## src/rtl/uart_rx_frame_parser.sv

```systemverilog
// UART receive-side frame parser: validates header/command/length/payload/CRC-8
// frames, streams THETA_BYTES-wide words and applies pipeline enable on a good CRC.
module uart_rx_frame_parser #(
   parameter int         THETA_BYTES    = 6,
   parameter int         MAX_BURST      = 255,
   parameter int         TIMEOUT_CYCLES = 100000,
   parameter logic [7:0] CRC_POLY       = 8'h07,
   parameter logic [7:0] BYTE_HEADER    = 8'hA5,
   parameter logic [7:0] CMD_SINGLE     = 8'h01,
   parameter logic [7:0] CMD_BURST      = 8'h02,
   parameter logic [7:0] CMD_DISABLE    = 8'h03,
   parameter logic [7:0] CMD_ENABLE     = 8'h04
) (
   input  logic                     i_clk,
   input  logic                     i_rst,
   input  logic [7:0]               i_rx_byte,
   input  logic                     i_rx_byte_valid,
   input  logic                     i_rx_err,
   output logic [7:0]               o_cmd,
   output logic                     o_cmd_valid,
   output logic [7:0]               o_burst_cnt,
   output logic                     o_burst_cnt_valid,
   output logic [THETA_BYTES*8-1:0] o_theta,
   output logic                     o_theta_valid,
   output logic                     o_pipeline_en,
   output logic                     o_frame_done,
   output logic                     o_frame_err,
   output logic [2:0]               o_err_code,
   output logic                     o_busy
);

   localparam int W   = THETA_BYTES * 8;
   localparam int BCW = (THETA_BYTES > 1) ? $clog2(THETA_BYTES) : 1;
   localparam int TCW = $clog2(TIMEOUT_CYCLES + 1);

   localparam logic [BCW-1:0] BYTE_LAST = BCW'(THETA_BYTES - 1);
   localparam logic [TCW-1:0] TMO_LAST  = TCW'(TIMEOUT_CYCLES - 1);

   localparam logic [2:0] ERR_NONE    = 3'd0;
   localparam logic [2:0] ERR_RX      = 3'd1;
   localparam logic [2:0] ERR_BAD_CMD = 3'd2;
   localparam logic [2:0] ERR_BAD_LEN = 3'd3;
   localparam logic [2:0] ERR_CRC     = 3'd4;
   localparam logic [2:0] ERR_TIMEOUT = 3'd5;

   typedef enum logic [2:0] {ST_HEADER, ST_CMD, ST_LEN, ST_PAYLOAD, ST_CRC} state_t;

   function automatic logic [7:0] crc8_fold(input logic [7:0] crc, input logic [7:0] b);
      logic [7:0] c;
      c = crc ^ b;
      for (int i = 0; i < 8; i++) begin
         c = c[7] ? ({c[6:0], 1'b0} ^ CRC_POLY) : {c[6:0], 1'b0};
      end
      return c;
   endfunction

   function automatic logic [W-1:0] shift_in(input logic [W-1:0] sr, input logic [7:0] b);
      logic [W-1:0] s;
      s          = sr >> 8;
      s[W-1 -: 8] = b;
      return s;
   endfunction

   state_t         state, state_nxt;
   logic [7:0]     crc, crc_nxt;
   logic [BCW-1:0] byte_cnt, byte_cnt_nxt;
   logic [7:0]     word_cnt, word_cnt_nxt;
   logic [TCW-1:0] tmo_cnt, tmo_cnt_nxt;
   logic [7:0]     cmd_q, cmd_q_nxt;
   logic [W-1:0]   theta_sr, theta_sr_nxt;

   logic [7:0]     cmd_nxt, burst_cnt_nxt;
   logic [W-1:0]   theta_nxt;
   logic           cmd_valid_nxt, burst_valid_nxt, theta_valid_nxt;
   logic           pipeline_en_nxt, frame_done_nxt, frame_err_nxt;
   logic [2:0]     err_code_nxt;

   logic           in_frame, take_byte, abort;
   logic [2:0]     abort_code;
   logic [7:0]     crc_fold;
   logic [W-1:0]   sr_shift;

   always_ff @(posedge i_clk) begin
      if (i_rst) begin
         state             <= ST_HEADER;
         byte_cnt          <= '0;
         word_cnt          <= '0;
         tmo_cnt           <= '0;
         o_cmd             <= '0;
         o_cmd_valid       <= 1'b0;
         o_burst_cnt       <= '0;
         o_burst_cnt_valid <= 1'b0;
         o_theta           <= '0;
         o_theta_valid     <= 1'b0;
         o_pipeline_en     <= 1'b1;
         o_frame_done      <= 1'b0;
         o_frame_err       <= 1'b0;
         o_err_code        <= ERR_NONE;
         o_busy            <= 1'b0;
      end else begin
         state             <= state_nxt;
         byte_cnt          <= byte_cnt_nxt;
         word_cnt          <= word_cnt_nxt;
         tmo_cnt           <= tmo_cnt_nxt;
         o_cmd             <= cmd_nxt;
         o_cmd_valid       <= cmd_valid_nxt;
         o_burst_cnt       <= burst_cnt_nxt;
         o_burst_cnt_valid <= burst_valid_nxt;
         o_theta           <= theta_nxt;
         o_theta_valid     <= theta_valid_nxt;
         o_pipeline_en     <= pipeline_en_nxt;
         o_frame_done      <= frame_done_nxt;
         o_frame_err       <= frame_err_nxt;
         o_err_code        <= err_code_nxt;
         o_busy            <= (state_nxt != ST_HEADER);
      end
   end

   // CRC, command and shift register are always rewritten before being consumed
   always_ff @(posedge i_clk) begin
      crc      <= crc_nxt;
      cmd_q    <= cmd_q_nxt;
      theta_sr <= theta_sr_nxt;
   end

   always_comb begin
      state_nxt       = state;
      crc_nxt         = crc;
      byte_cnt_nxt    = byte_cnt;
      word_cnt_nxt    = word_cnt;
      tmo_cnt_nxt     = tmo_cnt;
      cmd_q_nxt       = cmd_q;
      theta_sr_nxt    = theta_sr;
      cmd_nxt         = o_cmd;
      cmd_valid_nxt   = 1'b0;
      burst_cnt_nxt   = o_burst_cnt;
      burst_valid_nxt = 1'b0;
      theta_nxt       = o_theta;
      theta_valid_nxt = 1'b0;
      pipeline_en_nxt = o_pipeline_en;
      frame_done_nxt  = 1'b0;
      frame_err_nxt   = 1'b0;
      err_code_nxt    = ERR_NONE;
      abort           = 1'b0;
      abort_code      = ERR_NONE;

      in_frame  = (state != ST_HEADER);
      take_byte = i_rx_byte_valid && !(in_frame && i_rx_err);
      crc_fold  = crc8_fold(crc, i_rx_byte);
      sr_shift  = shift_in(theta_sr, i_rx_byte);

      if (in_frame) tmo_cnt_nxt = tmo_cnt + 1'b1;
      if (i_rx_byte_valid) tmo_cnt_nxt = '0;

      if (take_byte) begin
         case (state)
            ST_HEADER: begin
               if (i_rx_byte == BYTE_HEADER) begin
                  crc_nxt      = crc8_fold(8'h00, i_rx_byte);
                  byte_cnt_nxt = '0;
                  word_cnt_nxt = '0;
                  state_nxt    = ST_CMD;
               end
            end
            ST_CMD: begin
               crc_nxt   = crc_fold;
               cmd_q_nxt = i_rx_byte;
               cmd_nxt   = i_rx_byte;
               cmd_valid_nxt = 1'b1;
               case (i_rx_byte)
                  CMD_SINGLE: begin
                     word_cnt_nxt = 8'd1;
                     state_nxt    = ST_PAYLOAD;
                  end
                  CMD_BURST:   state_nxt = ST_LEN;
                  CMD_DISABLE: state_nxt = ST_CRC;
                  CMD_ENABLE:  state_nxt = ST_CRC;
                  default: begin
                     cmd_nxt       = o_cmd;
                     cmd_valid_nxt = 1'b0;
                     abort         = 1'b1;
                     abort_code    = ERR_BAD_CMD;
                  end
               endcase
            end
            ST_LEN: begin
               if (i_rx_byte == 8'd0 || int'(i_rx_byte) > MAX_BURST) begin
                  abort      = 1'b1;
                  abort_code = ERR_BAD_LEN;
               end else begin
                  crc_nxt         = crc_fold;
                  word_cnt_nxt    = i_rx_byte;
                  burst_cnt_nxt   = i_rx_byte;
                  burst_valid_nxt = 1'b1;
                  state_nxt       = ST_PAYLOAD;
               end
            end
            ST_PAYLOAD: begin
               crc_nxt      = crc_fold;
               theta_sr_nxt = sr_shift;
               if (byte_cnt == BYTE_LAST) begin
                  byte_cnt_nxt    = '0;
                  theta_nxt       = sr_shift;
                  theta_valid_nxt = 1'b1;
                  word_cnt_nxt    = word_cnt - 8'd1;
                  if (word_cnt == 8'd1) state_nxt = ST_CRC;
               end else begin
                  byte_cnt_nxt = byte_cnt + 1'b1;
               end
            end
            ST_CRC: begin
               state_nxt = ST_HEADER;
               crc_nxt   = 8'h00;
               if (crc_fold == 8'h00) begin
                  frame_done_nxt = 1'b1;
                  if (cmd_q == CMD_DISABLE) pipeline_en_nxt = 1'b0;
                  if (cmd_q == CMD_ENABLE)  pipeline_en_nxt = 1'b1;
               end else begin
                  abort      = 1'b1;
                  abort_code = ERR_CRC;
               end
            end
            default: state_nxt = ST_HEADER;
         endcase
      end

      if (in_frame && !i_rx_byte_valid && tmo_cnt == TMO_LAST) begin
         abort      = 1'b1;
         abort_code = ERR_TIMEOUT;
      end
      // A framing error outranks both a simultaneous byte and a timeout
      if (in_frame && i_rx_err) begin
         abort      = 1'b1;
         abort_code = ERR_RX;
      end

      if (abort) begin
         state_nxt     = ST_HEADER;
         crc_nxt       = 8'h00;
         byte_cnt_nxt  = '0;
         word_cnt_nxt  = '0;
         tmo_cnt_nxt   = '0;
         frame_err_nxt = 1'b1;
         err_code_nxt  = abort_code;
      end
   end

endmodule

```

## config.mk

```make
export PLATFORM = sky130hd
export DESIGN_NAME = uart_rx_frame_parser
export DESIGN_NICKNAME = d
export VERILOG_FILES = /design/src/rtl/uart_rx_frame_parser.sv
export SDC_FILE = /design/constraint.sdc
export NUM_CORES = 1
export LEC_CHECK = 0
export CORE_MARGIN = 2
export CORE_UTILIZATION = 50
export CTS_CLUSTER_SIZE = 14
export DETAILED_ROUTE_END_ITERATION = 7
export HOLD_SLACK_MARGIN = 0.1
export PLACE_DENSITY = 0.86
export SYNTH_ARGS = -nofsm -noshare
export SYNTH_HDL_FRONTEND = slang
export SYNTH_SLANG_ARGS = --single-unit
```

## constraint.sdc

```tcl
create_clock -name i_clk -period 3.63 [get_ports i_clk]
set_input_delay 0.5445 -clock i_clk [delete_from_list [all_inputs] [get_ports i_clk]]
set_output_delay 0.5445 -clock i_clk [all_outputs]
set_load 0.1 [all_outputs]
```

==> impl_metrics.yaml <==
sta:
  fin_skew_ns: 0.006612
  setup_violations: 0
  fin_crit_sh_pct: 79.85
  rsz0062_at_grt: "no"
  drv_slew: 0
  fmax_mhz: 345.0
  finalHoldViolCount: 0
  fin_crit_ns: 2.899
  fin_tns_setup_ns: 0
  worst_pin_slew_ns: 1.033
  max_slew_margin_pct: 30.91
die:
  die_y_um: 120.7
  io_pins: 86
  dieArea_mm2: 0.01458
  die_w_um: 120.7
  num_rows: 42
  start_util_pct: 51.25
  fp.coreArea_mm2: 0.01330
cts:
  hold_buffers: 0
  cts_setup_buffers: 0
  cts.sinks: 161
  path_clk_slew_ns: 0.06
  clockBufferDepth: 2
  numCtsBuffers: 17
  cts_max_level: 4
  cts-root-buf: "clkbuf_16"
  clk-insertion-delay-late_ns: 0.42
  cts_tree: "yes"
  cts-resized-gates: 0
drt:
  drcViolationCount: 0
  drtIter0Drc: 582
  dr.pass1.iters: 5
  num_vias: 5214
  antenna_left: 0
  wl_per_cell_um: 16.45
  via_per_inst: 5.386
  routed_wl_um: 15920
power:
  p_sw_mw: 1.363
  irDropWorstVdd_uv: 390.7
  p_clk_share_pct: 38.7
  swShare_pct: 28.70
  combinationalPowerShare_pct: 19.5
  power.density_mw_per_mm2: 562.6
  leakage_nw: 3.036
  p_int_mw: 3.386
  seqPwrFrac_pct: 41.8
synth:
  syn_inst: 700
  ys_async_sr_fraction_pct: 0
  avgSynthCellArea_um2: 9.734
  synth-xor-area-share_pct: 7.932
  yosysSeqAreaShare_pct: 54.35
  synth_compound_gate_area_share_pct: 11.26
  synth_mux_area_share_pct: 2.516
  ys_types: 57
  ys_ff_latch: 161
  yosys.area_share.simple_pct: 18.53
  syn_nets: 722
  synthFlopType: "dfxtp_1"
  synth_top_family_by_area: "simple AND/OR/NAND/NOR gates"
  synth_edf_count: 48
  yosysWarnings: 0
  netlist_area_mm2: 0.006814
  synthAdderAreaFrac_pct: 1.836
worst_setup_path:
  crit_path_start_kind: "input port"
  required_ns: 3.94
  end_kind: "flop"
  criticalPathCategory: "in2reg"
  cp_max_fo: 19
  worstPathArrival_ns: 3.21
finish:
  utilization_pct: 63.50
  fin_nets: 801
  fillers: 1011
  syn_to_final_growth_pct: 23.89
  multi_input_area_mm2: 0.002874
  final_cells: 968
  drive_gt1_share_pct: 9.217
  antenna_cells: 0
  regArea_mm2: 0.003704
grt:
  grt_max_degree: 59
  overflow: 0
  grt_usage_pct: 21.97
  grt_pass1_wl_um: 25140
  antenna_found_initial: 0
  grt_pass1_vias: 4998
flow_run:
  drv_cap: 0
placement:
  portBuffers: 85
  place_hpwl_um: 10480
  numPlacedInstances: 936
  place.gp.congestion: 0.9310
run_status:
  status: "completed"
min_path:
  hold_path_class: "reg2reg"
## power by group through the flow
stage,clock [mW],sequential (mW),combinational [mW]
after floorplan,0,2.07,0.687
after detailed placement,0,2.02,0.910
after global routing,1.93,1.99,1.00
after CTS,1.86,1.99,0.917
final,1.84,1.99,0.924
after global placement,0,2.02,0.911
## kinds of logic after synthesis
| logic type | after synthesis |
|---|---|
| compound gates | 122 |
| xor+xnor | 54 |
| fa+ha+maj | 10 |
| buf+inv | 55 |
| flops | 161 |
| mux | 17 |
| simple gates | 281 |
## stage by stage
step	hold slack, ns	total power, mW	setup WS, ns	area [um^2]
after global routing	0.4576	4.923	0.5009	8442
final	0.4466	4.749	0.7314	8442
after floorplan	0.4262	2.753	0.6920	6817
after global placement	0.4279	2.933	0.4251	7833
after CTS	0.4425	4.762	0.7443	8442
after detailed placement	0.4335	2.934	0.3075	7833
## metal layers
layer / GRT usage [%] / wire (um) / up-vias
li1: - / - / 2560
met1: 29.62 / 6958 / 2426
met4: 6.395 / 242 / 0
met3: 4.953 / 1056 / 24
met2: 35.49 / 7667 / 204
met5: 0 / 0 / -
## layout by cell type, fill, tap and decap left out, types with 4 or more instances in the layout
cell type	count
nand3_1	14
nor4_1	4
xnor2_1	27
clkbuf_16	18
and3_1	14
nor2_1	75
mux2i_1	16
and2_1	4
dfxtp_1	113
clkdlybuf4s50_1	84
or3_1	4
a22oi_1	5
inv_6	4
inv_1	13
a211oi_1	11
nor3_1	7
o21ai_0	16
nand2_1	128
xor2_1	21
nand2b_1	5
a21oi_1	64
edfxtp_1	48
ha_1	10
nor3_2	5
a211oi_2	5
buf_4	16
## registers in the layout (all words and copies together) (netlist names), 3 cells and up
name         count
crc              8
cmd_q            8
o_theta         48
tmo_cnt         17
o_cmd            8
word_cnt         8
state            3
byte_cnt         3
o_burst_cnt      8
theta_sr        40
o_err_code       3
## cell usage after synthesis, types with 4 or more instances
master | count | area, um^2
mux2i_1 | 16 | 160.2
a211oi_1 | 11 | 82.58
nor3_1 | 7 | 35.03
nor3_2 | 5 | 50.05
a211oi_2 | 5 | 62.56
inv_1 | 13 | 48.80
dfxtp_1 | 113 | 2262
nor4_1 | 4 | 25.02
a22oi_1 | 5 | 37.54
xnor2_1 | 27 | 236.5
and3_1 | 14 | 87.58
nor2_1 | 76 | 285.3
a21oi_1 | 64 | 320.3
edfxtp_1 | 48 | 1441
o21ai_0 | 16 | 80.08
clkbuf_1 | 24 | 90.09
ha_1 | 10 | 125.1
and2_1 | 4 | 25.02
nand2_1 | 128 | 480.5
buf_2 | 12 | 60.06
nand2b_1 | 5 | 31.28
xor2_1 | 21 | 183.9
nand3_1 | 14 | 70.07
or3_1 | 4 | 25.02
## worst max-delay path: stages
cell and delay, ns:
clkdlybuf4s50_1 0.53, xor2_2 0.28, xnor2_1 0.25, xnor2_1 0.20, ha_1 0.20, nand3_1 0.07
nor2_1 0.12, o221ai_2 0.20, a211o_1 0.34, buf_4 0.22, a2111oi_2 0.24
## final timing paths
kind	from	end	slack, ns	depth (start not counted)
hold reg to reg	theta_sr[17]	theta_sr[9]	0.45	0
setup reg to reg	state[2]	o_busy	1.01	6
hold / removal	theta_sr[17]	theta_sr[9]	0.45	0
setup / recovery	i_rx_byte[0]	word_cnt[1]	0.73	11
## area by class of cell
cell class / instances / area share (%)
Inverter: 13 / 0.5780
Clock inverter: 13 / 1.719
Timing Repair Buffer: 102 / 11.68
Clock buffer: 19 / 5.499
Sequential cell: 161 / 43.87
Multi-Input combinational cell: 484 / 34.04
Tap cell: 176 / 2.609
Power figures use the tool's default switching activity.
